<file path="config.mk">
export PLATFORM = sky130hd
export DESIGN_NAME = grid_renderer
export DESIGN_NICKNAME = d
export VERILOG_FILES = /design/src/rtl/grid_renderer.sv
export SDC_FILE = /design/constraint.sdc
export NUM_CORES = 1
export LEC_CHECK = 0
export CAP_MARGIN = 20
export CORE_MARGIN = 2
export CORE_UTILIZATION = 32
export DETAILED_ROUTE_END_ITERATION = 10
export PLACE_DENSITY = 0.62
export SLEW_MARGIN = 10
export SYNTH_ARGS = -nofsm -noshare
export SYNTH_HDL_FRONTEND = slang
export SYNTH_SLANG_ARGS = --single-unit
</file>
<file path="constraint.sdc">
create_clock -name clk -period 2.61 [get_ports clk]
set_input_delay 0.522 -clock clk [delete_from_list [all_inputs] [get_ports clk]]
set_output_delay 0.522 -clock clk [all_outputs]
set_load 0.05 [all_outputs]
</file>
<file path="src/rtl/grid_renderer.sv">
// Raster renderer for side-by-side game boards: walks the pixel stream with incremental
// counters, fetches each cell's code from board RAM and paints grid, cursor and content colours.
module grid_renderer #(
    parameter int GRID_ROWS    = 10,
    parameter int GRID_COLS    = 10,
    parameter int CELL_SIZE    = 32,
    parameter int NUM_BOARDS   = 2,
    parameter int BOARD_GAP    = 32,
    parameter int BLINK_FRAMES = 30,
    localparam int BW = (NUM_BOARDS > 1) ? $clog2(NUM_BOARDS) : 1
) (
    input  logic          clk,
    input  logic          reset,
    input  logic          pix_en,
    input  logic          sof,
    input  logic          sol,
    input  logic [1:0]    mode,
    input  logic [BW-1:0] own_board,
    input  logic [BW-1:0] cursor_board,
    input  logic [3:0]    cursor_x,
    input  logic [3:0]    cursor_y,
    input  logic [3:0]    ship_len,
    input  logic          orient,
    output logic [BW-1:0] rd_board,
    output logic [3:0]    rd_row,
    output logic [3:0]    rd_col,
    input  logic [1:0]    rd_data,
    output logic          rgb_valid,
    output logic [3:0]    vga_r,
    output logic [3:0]    vga_g,
    output logic [3:0]    vga_b
);

    localparam int PW = (CELL_SIZE > 1) ? $clog2(CELL_SIZE) : 1;
    localparam int GW = (BOARD_GAP > 1) ? $clog2(BOARD_GAP) : 1;
    localparam int FW = (BLINK_FRAMES > 1) ? $clog2(BLINK_FRAMES) : 1;

    typedef enum logic [1:0] {
        CELL_EMPTY = 2'b00,
        CELL_SHIP  = 2'b01,
        CELL_HIT   = 2'b10,
        CELL_MISS  = 2'b11
    } cell_t;

    typedef enum logic [1:0] {
        CUR_NONE,
        CUR_ATTACK,
        CUR_FIT,
        CUR_BAD
    } cursor_t;

    logic [PW-1:0] px, n_px, py, n_py;
    logic [3:0]    cell_x, n_cell_x, cell_y, n_cell_y;
    logic [BW-1:0] board, n_board;
    logic [GW-1:0] gap_cnt, n_gap;
    logic          in_gap, n_in_gap, past_end, n_past_end, y_out, n_y_out;

    logic [FW-1:0] frame_cnt, n_frame_cnt;
    logic          blink_phase, n_blink, started, n_started;

    logic          s1_valid, s1_blink, s1_orient;
    logic [1:0]    s1_mode;
    logic [BW-1:0] s1_own_board, s1_cursor_board;
    logic [3:0]    s1_cursor_x, s1_cursor_y, s1_ship_len;

    logic          s2_valid, s2_oog, s2_line, s2_fog, s2_blink;
    cursor_t       s2_cursor;

    // Position of the pixel presented this cycle, derived from the previous pixel's position.
    always_comb begin
        n_px       = px;
        n_cell_x   = cell_x;
        n_board    = board;
        n_gap      = gap_cnt;
        n_in_gap   = in_gap;
        n_past_end = past_end;
        n_py       = py;
        n_cell_y   = cell_y;
        n_y_out    = y_out;
        if (sof || sol) begin
            n_px       = '0;
            n_cell_x   = '0;
            n_board    = '0;
            n_gap      = '0;
            n_in_gap   = 1'b0;
            n_past_end = 1'b0;
            if (sof) begin
                n_py     = '0;
                n_cell_y = '0;
                n_y_out  = 1'b0;
            end else if (!y_out) begin
                if (py == PW'(CELL_SIZE - 1)) begin
                    n_py = '0;
                    if (cell_y == 4'(GRID_ROWS - 1)) n_y_out = 1'b1;
                    else n_cell_y = cell_y + 4'd1;
                end else begin
                    n_py = py + 1'b1;
                end
            end
        end else if (in_gap) begin
            if (gap_cnt == GW'(BOARD_GAP - 1)) begin
                n_in_gap = 1'b0;
                n_gap    = '0;
                n_board  = board + 1'b1;
            end else begin
                n_gap = gap_cnt + 1'b1;
            end
        end else if (!past_end) begin
            if (px == PW'(CELL_SIZE - 1)) begin
                n_px = '0;
                if (cell_x == 4'(GRID_COLS - 1)) begin
                    n_cell_x = '0;
                    if (board == BW'(NUM_BOARDS - 1)) n_past_end = 1'b1;
                    else if (BOARD_GAP == 0) n_board = board + 1'b1;
                    else n_in_gap = 1'b1;
                end else begin
                    n_cell_x = cell_x + 4'd1;
                end
            end else begin
                n_px = px + 1'b1;
            end
        end
    end

    // The very first frame start after reset is frame 0, so it only arms the counter.
    always_comb begin
        n_frame_cnt = frame_cnt;
        n_blink     = blink_phase;
        n_started   = started;
        if (pix_en && sof) begin
            if (!started) begin
                n_started = 1'b1;
            end else if (frame_cnt == FW'(BLINK_FRAMES - 1)) begin
                n_frame_cnt = '0;
                n_blink     = ~blink_phase;
            end else begin
                n_frame_cnt = frame_cnt + 1'b1;
            end
        end
    end

    always_ff @(posedge clk or posedge reset) begin
        if (reset) begin
            px              <= '0;
            cell_x          <= '0;
            board           <= '0;
            gap_cnt         <= '0;
            in_gap          <= 1'b0;
            past_end        <= 1'b0;
            py              <= '0;
            cell_y          <= '0;
            y_out           <= 1'b0;
            frame_cnt       <= '0;
            blink_phase     <= 1'b0;
            started         <= 1'b0;
            s1_valid        <= 1'b0;
            s1_blink        <= 1'b0;
            s1_orient       <= 1'b0;
            s1_mode         <= '0;
            s1_own_board    <= '0;
            s1_cursor_board <= '0;
            s1_cursor_x     <= '0;
            s1_cursor_y     <= '0;
            s1_ship_len     <= '0;
        end else begin
            s1_valid <= pix_en;
            if (pix_en) begin
                px              <= n_px;
                cell_x          <= n_cell_x;
                board           <= n_board;
                gap_cnt         <= n_gap;
                in_gap          <= n_in_gap;
                past_end        <= n_past_end;
                py              <= n_py;
                cell_y          <= n_cell_y;
                y_out           <= n_y_out;
                frame_cnt       <= n_frame_cnt;
                blink_phase     <= n_blink;
                started         <= n_started;
                s1_blink        <= n_blink;
                s1_orient       <= orient;
                s1_mode         <= mode;
                s1_own_board    <= own_board;
                s1_cursor_board <= cursor_board;
                s1_cursor_x     <= cursor_x;
                s1_cursor_y     <= cursor_y;
                s1_ship_len     <= ship_len;
            end
        end
    end

    assign rd_board = board;
    assign rd_row   = cell_y;
    assign rd_col   = cell_x;

    logic    is_attack, is_place, on_cb, covered, fits;
    logic [4:0] end_x, end_y;
    cursor_t cur_kind;

    // Cursor classification; mode 11 falls through to placement.
    always_comb begin
        is_attack = (s1_mode == 2'b01);
        is_place  = (s1_mode != 2'b01) && (s1_mode != 2'b10);
        on_cb     = (board == s1_cursor_board);
        end_x     = {1'b0, s1_cursor_x} + {1'b0, s1_ship_len};
        end_y     = {1'b0, s1_cursor_y} + {1'b0, s1_ship_len};
        if (s1_orient) begin
            covered = on_cb && (cell_x == s1_cursor_x) && (cell_y >= s1_cursor_y)
                      && ({1'b0, cell_y} < end_y);
            fits    = (end_y <= 5'(GRID_ROWS));
        end else begin
            covered = on_cb && (cell_y == s1_cursor_y) && (cell_x >= s1_cursor_x)
                      && ({1'b0, cell_x} < end_x);
            fits    = (end_x <= 5'(GRID_COLS));
        end
        cur_kind = CUR_NONE;
        if (is_attack && on_cb && (cell_x == s1_cursor_x) && (cell_y == s1_cursor_y))
            cur_kind = CUR_ATTACK;
        else if (is_place && s1_blink && covered)
            cur_kind = fits ? CUR_FIT : CUR_BAD;
    end

    // Stage 2 holds the pixel's classification while the RAM returns its cell code.
    always_ff @(posedge clk or posedge reset) begin
        if (reset) begin
            s2_valid  <= 1'b0;
            s2_oog    <= 1'b0;
            s2_line   <= 1'b0;
            s2_fog    <= 1'b0;
            s2_blink  <= 1'b0;
            s2_cursor <= CUR_NONE;
        end else begin
            s2_valid  <= s1_valid;
            s2_oog    <= in_gap || past_end || y_out;
            s2_line   <= (px == '0) || (py == '0);
            s2_fog    <= is_attack && (board != s1_own_board);
            s2_blink  <= s1_blink;
            s2_cursor <= cur_kind;
        end
    end

    logic [11:0] colour;

    always_comb begin
        colour = 12'h000;
        if (s2_oog) begin
            colour = 12'h000;
        end else if (s2_line) begin
            colour = 12'h888;
        end else if (s2_cursor == CUR_ATTACK) begin
            colour = 12'hFFF;
        end else if ((s2_cursor != CUR_NONE) && (cell_t'(rd_data) == CELL_EMPTY)) begin
            colour = (s2_cursor == CUR_FIT) ? 12'hCC0 : 12'hC00;
        end else begin
            case (cell_t'(rd_data))
                CELL_EMPTY: colour = 12'h000;
                CELL_SHIP:  colour = s2_fog ? 12'h000 : 12'h0F0;
                CELL_HIT:   colour = s2_blink ? 12'hF80 : 12'hF00;
                CELL_MISS:  colour = 12'h00C;
                default:    colour = 12'h000;
            endcase
        end
    end

    always_ff @(posedge clk or posedge reset) begin
        if (reset) begin
            rgb_valid <= 1'b0;
            vga_r     <= '0;
            vga_g     <= '0;
            vga_b     <= '0;
        end else begin
            rgb_valid <= s2_valid;
            vga_r     <= colour[11:8];
            vga_g     <= colour[7:4];
            vga_b     <= colour[3:0];
        end
    end

endmodule

</file>
# --- After elaboration in Yosys (flattened, before gate mapping) ---
# Index checks and enable logic that the tools add are counted.
# W data, S select, Z words.
op_classes:
  addsub: 9
  order_cmp: 6
  eq_ne: 22
  muxes: 56
  n_bitwise: 1
  reduce_logical: 38
op_table:
  columns: ["op", "n"]
  rows:
  - ["$mux W5", 11]
  - ["$mux W12", 4]
  - ["$pmux W12 S4", 1]
  - ["$mux W4", 9]
  - ["$mux W1", 26]
  - ["$mux W8", 3]
  - ["$add A5 B1 Y5 const B", 4]
  - ["$eq A5 B5 Y1 const B", 4]
  - ["$logic_and A1 B1 Y1", 15]
  - ["$reduce_and A3 Y1", 4]
  - ["$add A4 B4 Y5", 2]
  - ["$le A5 B4 Y1 const B", 2]
  - ["$logic_not A5 Y1", 2]
  - ["$lt A4 B5 Y1", 2]
  - ["$reduce_bool A2 Y1", 5]
  - ["$add A4 B1 Y4 const B", 2]
  - ["$eq A4 B4 Y1", 2]
  - ["$eq A4 B4 Y1 const B", 2]
  - ["$ge A4 B4 Y1", 2]
  - ["$reduce_and A2 Y1", 4]
  - ["$reduce_and A4 Y1", 2]
  - ["$eq A2 B1 Y1 const B", 3]
  - ["$eq A2 B2 Y1 const B", 3]
  - ["$ne A2 B1 Y1 const B", 3]
  - ["9 further kinds", 15]
totals:
  reg_bits: 72
  out_inout_bits: 22

# --- Depth between registers and ports, before layout ---
depth:
  depth_word: 8
  ltp_mapped: 10
  mapped_depth_nobuf: 10

# --- Worst setup path before layout ---
# OpenSTA, ideal clock, no wires.
synth_path:
  path_kind: "register to register"
  from: "reg s1_cursor_y[0]"
  to: "reg s2_cursor[0]"
  t_arrival_ns: 2.116
  required_time_ns: 2.481
  slack_ns: 0.364
  path_stages_with_launch: 11
  path_buffers: 0
  period_less_slack_ns: 2.246
  cell_sequence: "dfrtp_1 > ha_1 > fa_1 > xor2_1 > inv_1 > ha_1 > o21ai_0 > o21ai_0 > o211ai_1 > a32oi_1 > o31ai_1"
synth_via:
  elab_chain_cells: 8
synth_lines:
  columns: ["element", "line_no", "text"]
  rows:
  - ["from (decl)", "64", "logic [3:0] s1_cursor_x, s1_cursor_y, s1_ship_len;"]
  - ["from (signal assigned)", "186", "s1_cursor_y <= cursor_y;"]
  - ["branches (longest 7 deep; another with $add A4 B4 Y5)", null, null]
  - ["$mux W2 (*)", "217", "if (is_attack && on_cb && (cell_x == s1_cursor_x) && (cell_y == s1_cursor_y))"]
  - ["named net cur_kind[0]", "198", "cursor_t cur_kind;"]
  - ["to (signal assigned)", "238", "s2_cursor <= cur_kind;"]
  - ["to (decl)", "67", "cursor_t s2_cursor;"]
# Mark *: on every way through the listed nets, which the timed path passes.
# A chain may end at the register's enable or synchronous reset.

# --- Final worst setup path ---
layout_path:
  from: "reg s1_cursor_x[0]"
  to: "reg s2_cursor[0]"
layout_via:
  elab_chain_cells: 8
layout_lines:
  columns: ["element", "line_no", "text"]
  rows:
  - ["from (decl)", "64", null]
  - ["from (signal assigned)", "185", "s1_cursor_x <= cursor_x;"]
  - ["branches (longest 7 deep; another with $add A4 B4 Y5)", null, null]
  - ["$mux W2 (*)", "217", null]
  - ["named net cur_kind[0]", "198", null]
# Marked as above.

==> results_dict.tcl <==
set metrics [dict create \
    fin_nets 493 \
    timing.fmax_mhz 413.0 \
    grt_pass1_wl_mm 14.12 \
    critPathTopFamily "adder cells" \
    synth-seq-area-share_pct 44.57 \
    dp_hpwl_mm 5.944 \
    p_leak_nw 2.185 \
    grt-ovfl-total 0 \
    area_delta_synth_final_pct 23.45 \
    ctsLongestPathBuffers 2 \
    status "finished clean" \
    synth-simple-area-share_pct 15.02 \
    vias_per_cell 4.940 \
    max_slew_margin_pct 65.73 \
    clk_pin_slew_ns 0.06 \
    fin_crit_sh_pct 92.76 \
    cts_sinks 69 \
    htree_levels 3 \
    die-area_sq_um 13000 \
    cpMaxStageDelayCell "dfrtp_1" \
    worstMarginPinSlew_ns 0.5124 \
    ys.flop_type "dfrtp_1" \
    cts_hold_buf 0 \
    ir_drop_mv 0.2473 \
    clock_latency_ns 0.33 \
    crit_chain "ha_1 > fa_1 > xor2_1 > inv_1 > ha_1 > o21ai_0 > o21ai_0 > o211ai_1 > a32oi_1 > o31ai_1" \
    rsz0062_at_grt "false" \
    postLayoutCoreUtil_pct 40.15 \
    n_antenna_cell 0 \
    cts_resized 0 \
    yosys.area_share.adder_pct 12.98 \
    cts_buffers 9 \
    drt_pass1_iterations 4 \
    die_w_um 114.0 \
    path_class "reg2reg" \
    grt_pass1_vias 2903 \
    worstPathRequired_ns 2.81 \
    synth_nets 445 \
    fin_worst_skew_ns 0.006549 \
    maxCapViolCount 0 \
    syn_area_per_cell_sq_um 10.14 \
    grt_max_degree 70 \
    finalHoldViolCount 0 \
    gp_congestion 0.8297 \
    final_antenna_net_count 0 \
    cts_setup_buffers 0 \
    async_flop_share_pct 100.0 \
    finalNonFillerCells 582 \
    timing.setup.tns_ns 0 \
    drive_above_1_share_pct 9.425 \
    start_util_pct 32.52 \
    crit_path_end_kind "register" \
    synthCells 382 \
    fp.dieH_um 114.0 \
    cts_root_buf "clkbuf_16" \
    setup_ws_ns 0.1889 \
    synth_edf_count 0 \
    drt_iter0_drc 109 \
    synth_mux_area_share_pct 3.811 \
    hold_class "reg2reg" \
    track_usage_pct 13.65 \
    synth_cell_types 54 \
    synth_top_family_by_area "compound AO/OA/AOI/OAI gates" \
    drc 0 \
    grt_antenna_before_repair 0 \
    power_density_nw_per_um2 667.7 \
    finalMaxSlewViolations 0 \
    path_max_fanout 3 \
    startpoint_type "register" \
    worst-path-buf-inv 1 \
    layout_common_cells "69 x dfrtp_1, 44 x clkdlybuf4s50_1, 37 x ha_1, 35 x o21ai_0, 30 x inv_1" \
    core_area_sq_um 11910 \
    dpl_worst_slack_ns 0.1851 \
    setup_viol 0 \
    netlist_area_sq_um 3874 \
    min_period_ns 2.421 \
    slowest_delay_ns 0.41 \
    wl_per_cell_um 14.11 \
    arrival_ns 2.62 \
    vias 2875 \
    synth-xor-area-share_pct 2.261 \
    boundaryPins 46 \
    cts_tree "yes" \
    rows 40 \
    dpl.cell_count 566 \
    io_buffers 45 \
    wl_mm 8.214 \
    synth_seq_cells 69 \
    synth_warnings 0 \
    layout_commonest_cell "dfrtp_1" \
    synth_compound_area_share_pct 16.28 \
]
logic make-up after synthesis:
kind of cell | after synthesis
xor+xnor | 10
flops | 69
mux | 13
fa+ha+maj | 39
simple gates | 111
compound gates | 96
buf+inv | 44
worst register-to-register path: stages, from the launching register on:
cell,delay (ns)
dfrtp_1,0.41
ha_1,0.24
fa_1,0.41
xor2_1,0.26
inv_1,0.07
ha_1,0.27
o21ai_0,0.06
o21ai_0,0.14
o211ai_1,0.10
a32oi_1,0.22
o31ai_1,0.11
synth_stat cells, drive strengths merged, types with 2 or more instances:
cell type / n / area share, %
o21ai: 41 / 6.1
buf: 10 / 1.8
nand3b: 2 / 0.39
mux2i: 2 / 0.52
and3: 4 / 0.65
fa: 2 / 1.0
a21oi: 15 / 1.9
nor2b: 4 / 0.65
inv: 31 / 3.0
nand3: 8 / 1.2
nand2b: 9 / 1.5
or3: 2 / 0.32
ha: 37 / 12
o21bai: 3 / 0.58
mux2: 11 / 3.3
nor3b: 7 / 1.5
nor2: 25 / 2.4
dfrtp: 69 / 45
or2: 4 / 0.65
clkbuf: 3 / 0.29
xor2: 7 / 1.6
a32o: 2 / 0.52
o22ai: 3 / 0.48
a21o: 7 / 1.4
and2: 6 / 0.97
o41ai: 2 / 0.45
o31ai: 9 / 1.7
a21boi: 2 / 0.39
nand2: 28 / 2.7
o211ai: 3 / 0.58
nor3: 4 / 0.52
xnor2: 3 / 0.68
a22o: 3 / 0.68
nand4: 4 / 0.65
report_power, final:
| part | switching, mW | leakage [nW] | total (mW) | internal [mW] |
|---|---|---|---|---|
| logic | 0.360 | 1.16 | 0.645 | 0.284 |
| clock network | 0.439 | 0.147 | 1.27 | 0.836 |
| registers | 0.105 | 0.880 | 1.27 | 1.17 |
| total | 0.905 | 2.18 | 3.19 | 2.29 |
worst paths after layout:
kind | startpoint | end | slack, ns | cells past startpoint
hold reg to reg | s1_valid$_DFF_PP0_ | s2_valid$_DFF_PP0_ | 0.35 | 0
setup reg to reg | s1_cursor_x[0]$_DFFE_PP0P_ | s2_cursor[0]$_DFF_PP0_ | 0.19 | 10
setup / recovery | s1_cursor_x[0]$_DFFE_PP0P_ | s2_cursor[0]$_DFF_PP0_ | 0.19 | 10
hold / removal | s1_valid$_DFF_PP0_ | s2_valid$_DFF_PP0_ | 0.35 | 0
max in group asynchronous | reset | s1_cursor_y[0]$_DFFE_PP0P_ | 1.71 | 3
min in group asynchronous | reset | py[2]$_DFFE_PP0P_ | 0.60 | 3
area by class of cell:
cell class	count	area (sq um)
well taps	147	183.9
fillers	1170	7129
clock inverters	4	72.57
clock buffers	12	236.5
flip-flops and latches	69	1727
multi-input cells	269	1951
repair buffers	50	495.5
inverters	31	116.4
stage by stage:
| step | hold WS (ns) | cell area [sq um] | total power [mW] |
|---|---|---|---|
| floorplan | 0.3312 | 3874 | 1.730 |
| global placement | 0.3333 | 4473 | 1.914 |
| detailed placement | 0.3381 | 4473 | 1.938 |
| CTS | 0.3506 | 4782 | 3.239 |
| global route | 0.3536 | 4782 | 3.378 |
| finish | 0.3485 | 4782 | 3.193 |
flip-flops by register name (all words and copies together) (netlist names), 2 cells and up:
register and cells:
s1_cursor_y 4, gap_cnt 5, rd_row 4, s1_cursor_x 4, vga_g 3, vga_b 3, py 5, s1_mode 2
vga_r 3, s2_cursor 2, frame_cnt 5, rd_col 4, s1_ship_len 4, px 5
per-layer routing:
| metal | wire [um] | track usage, % | vias up | share of wire, % |
|---|---|---|---|---|
| met4 | 161 | 5.122 | 0 | 2.0 |
| met2 | 3791 | 21.87 | 58 | 46 |
| met1 | 3979 | 18.05 | 1368 | 48 |
| met3 | 283 | 3.135 | 14 | 3.4 |
| met5 | 0 | 0 | - | 0 |
| li1 | - | - | 1435 | - |
(Power assumes the default switching activity.)
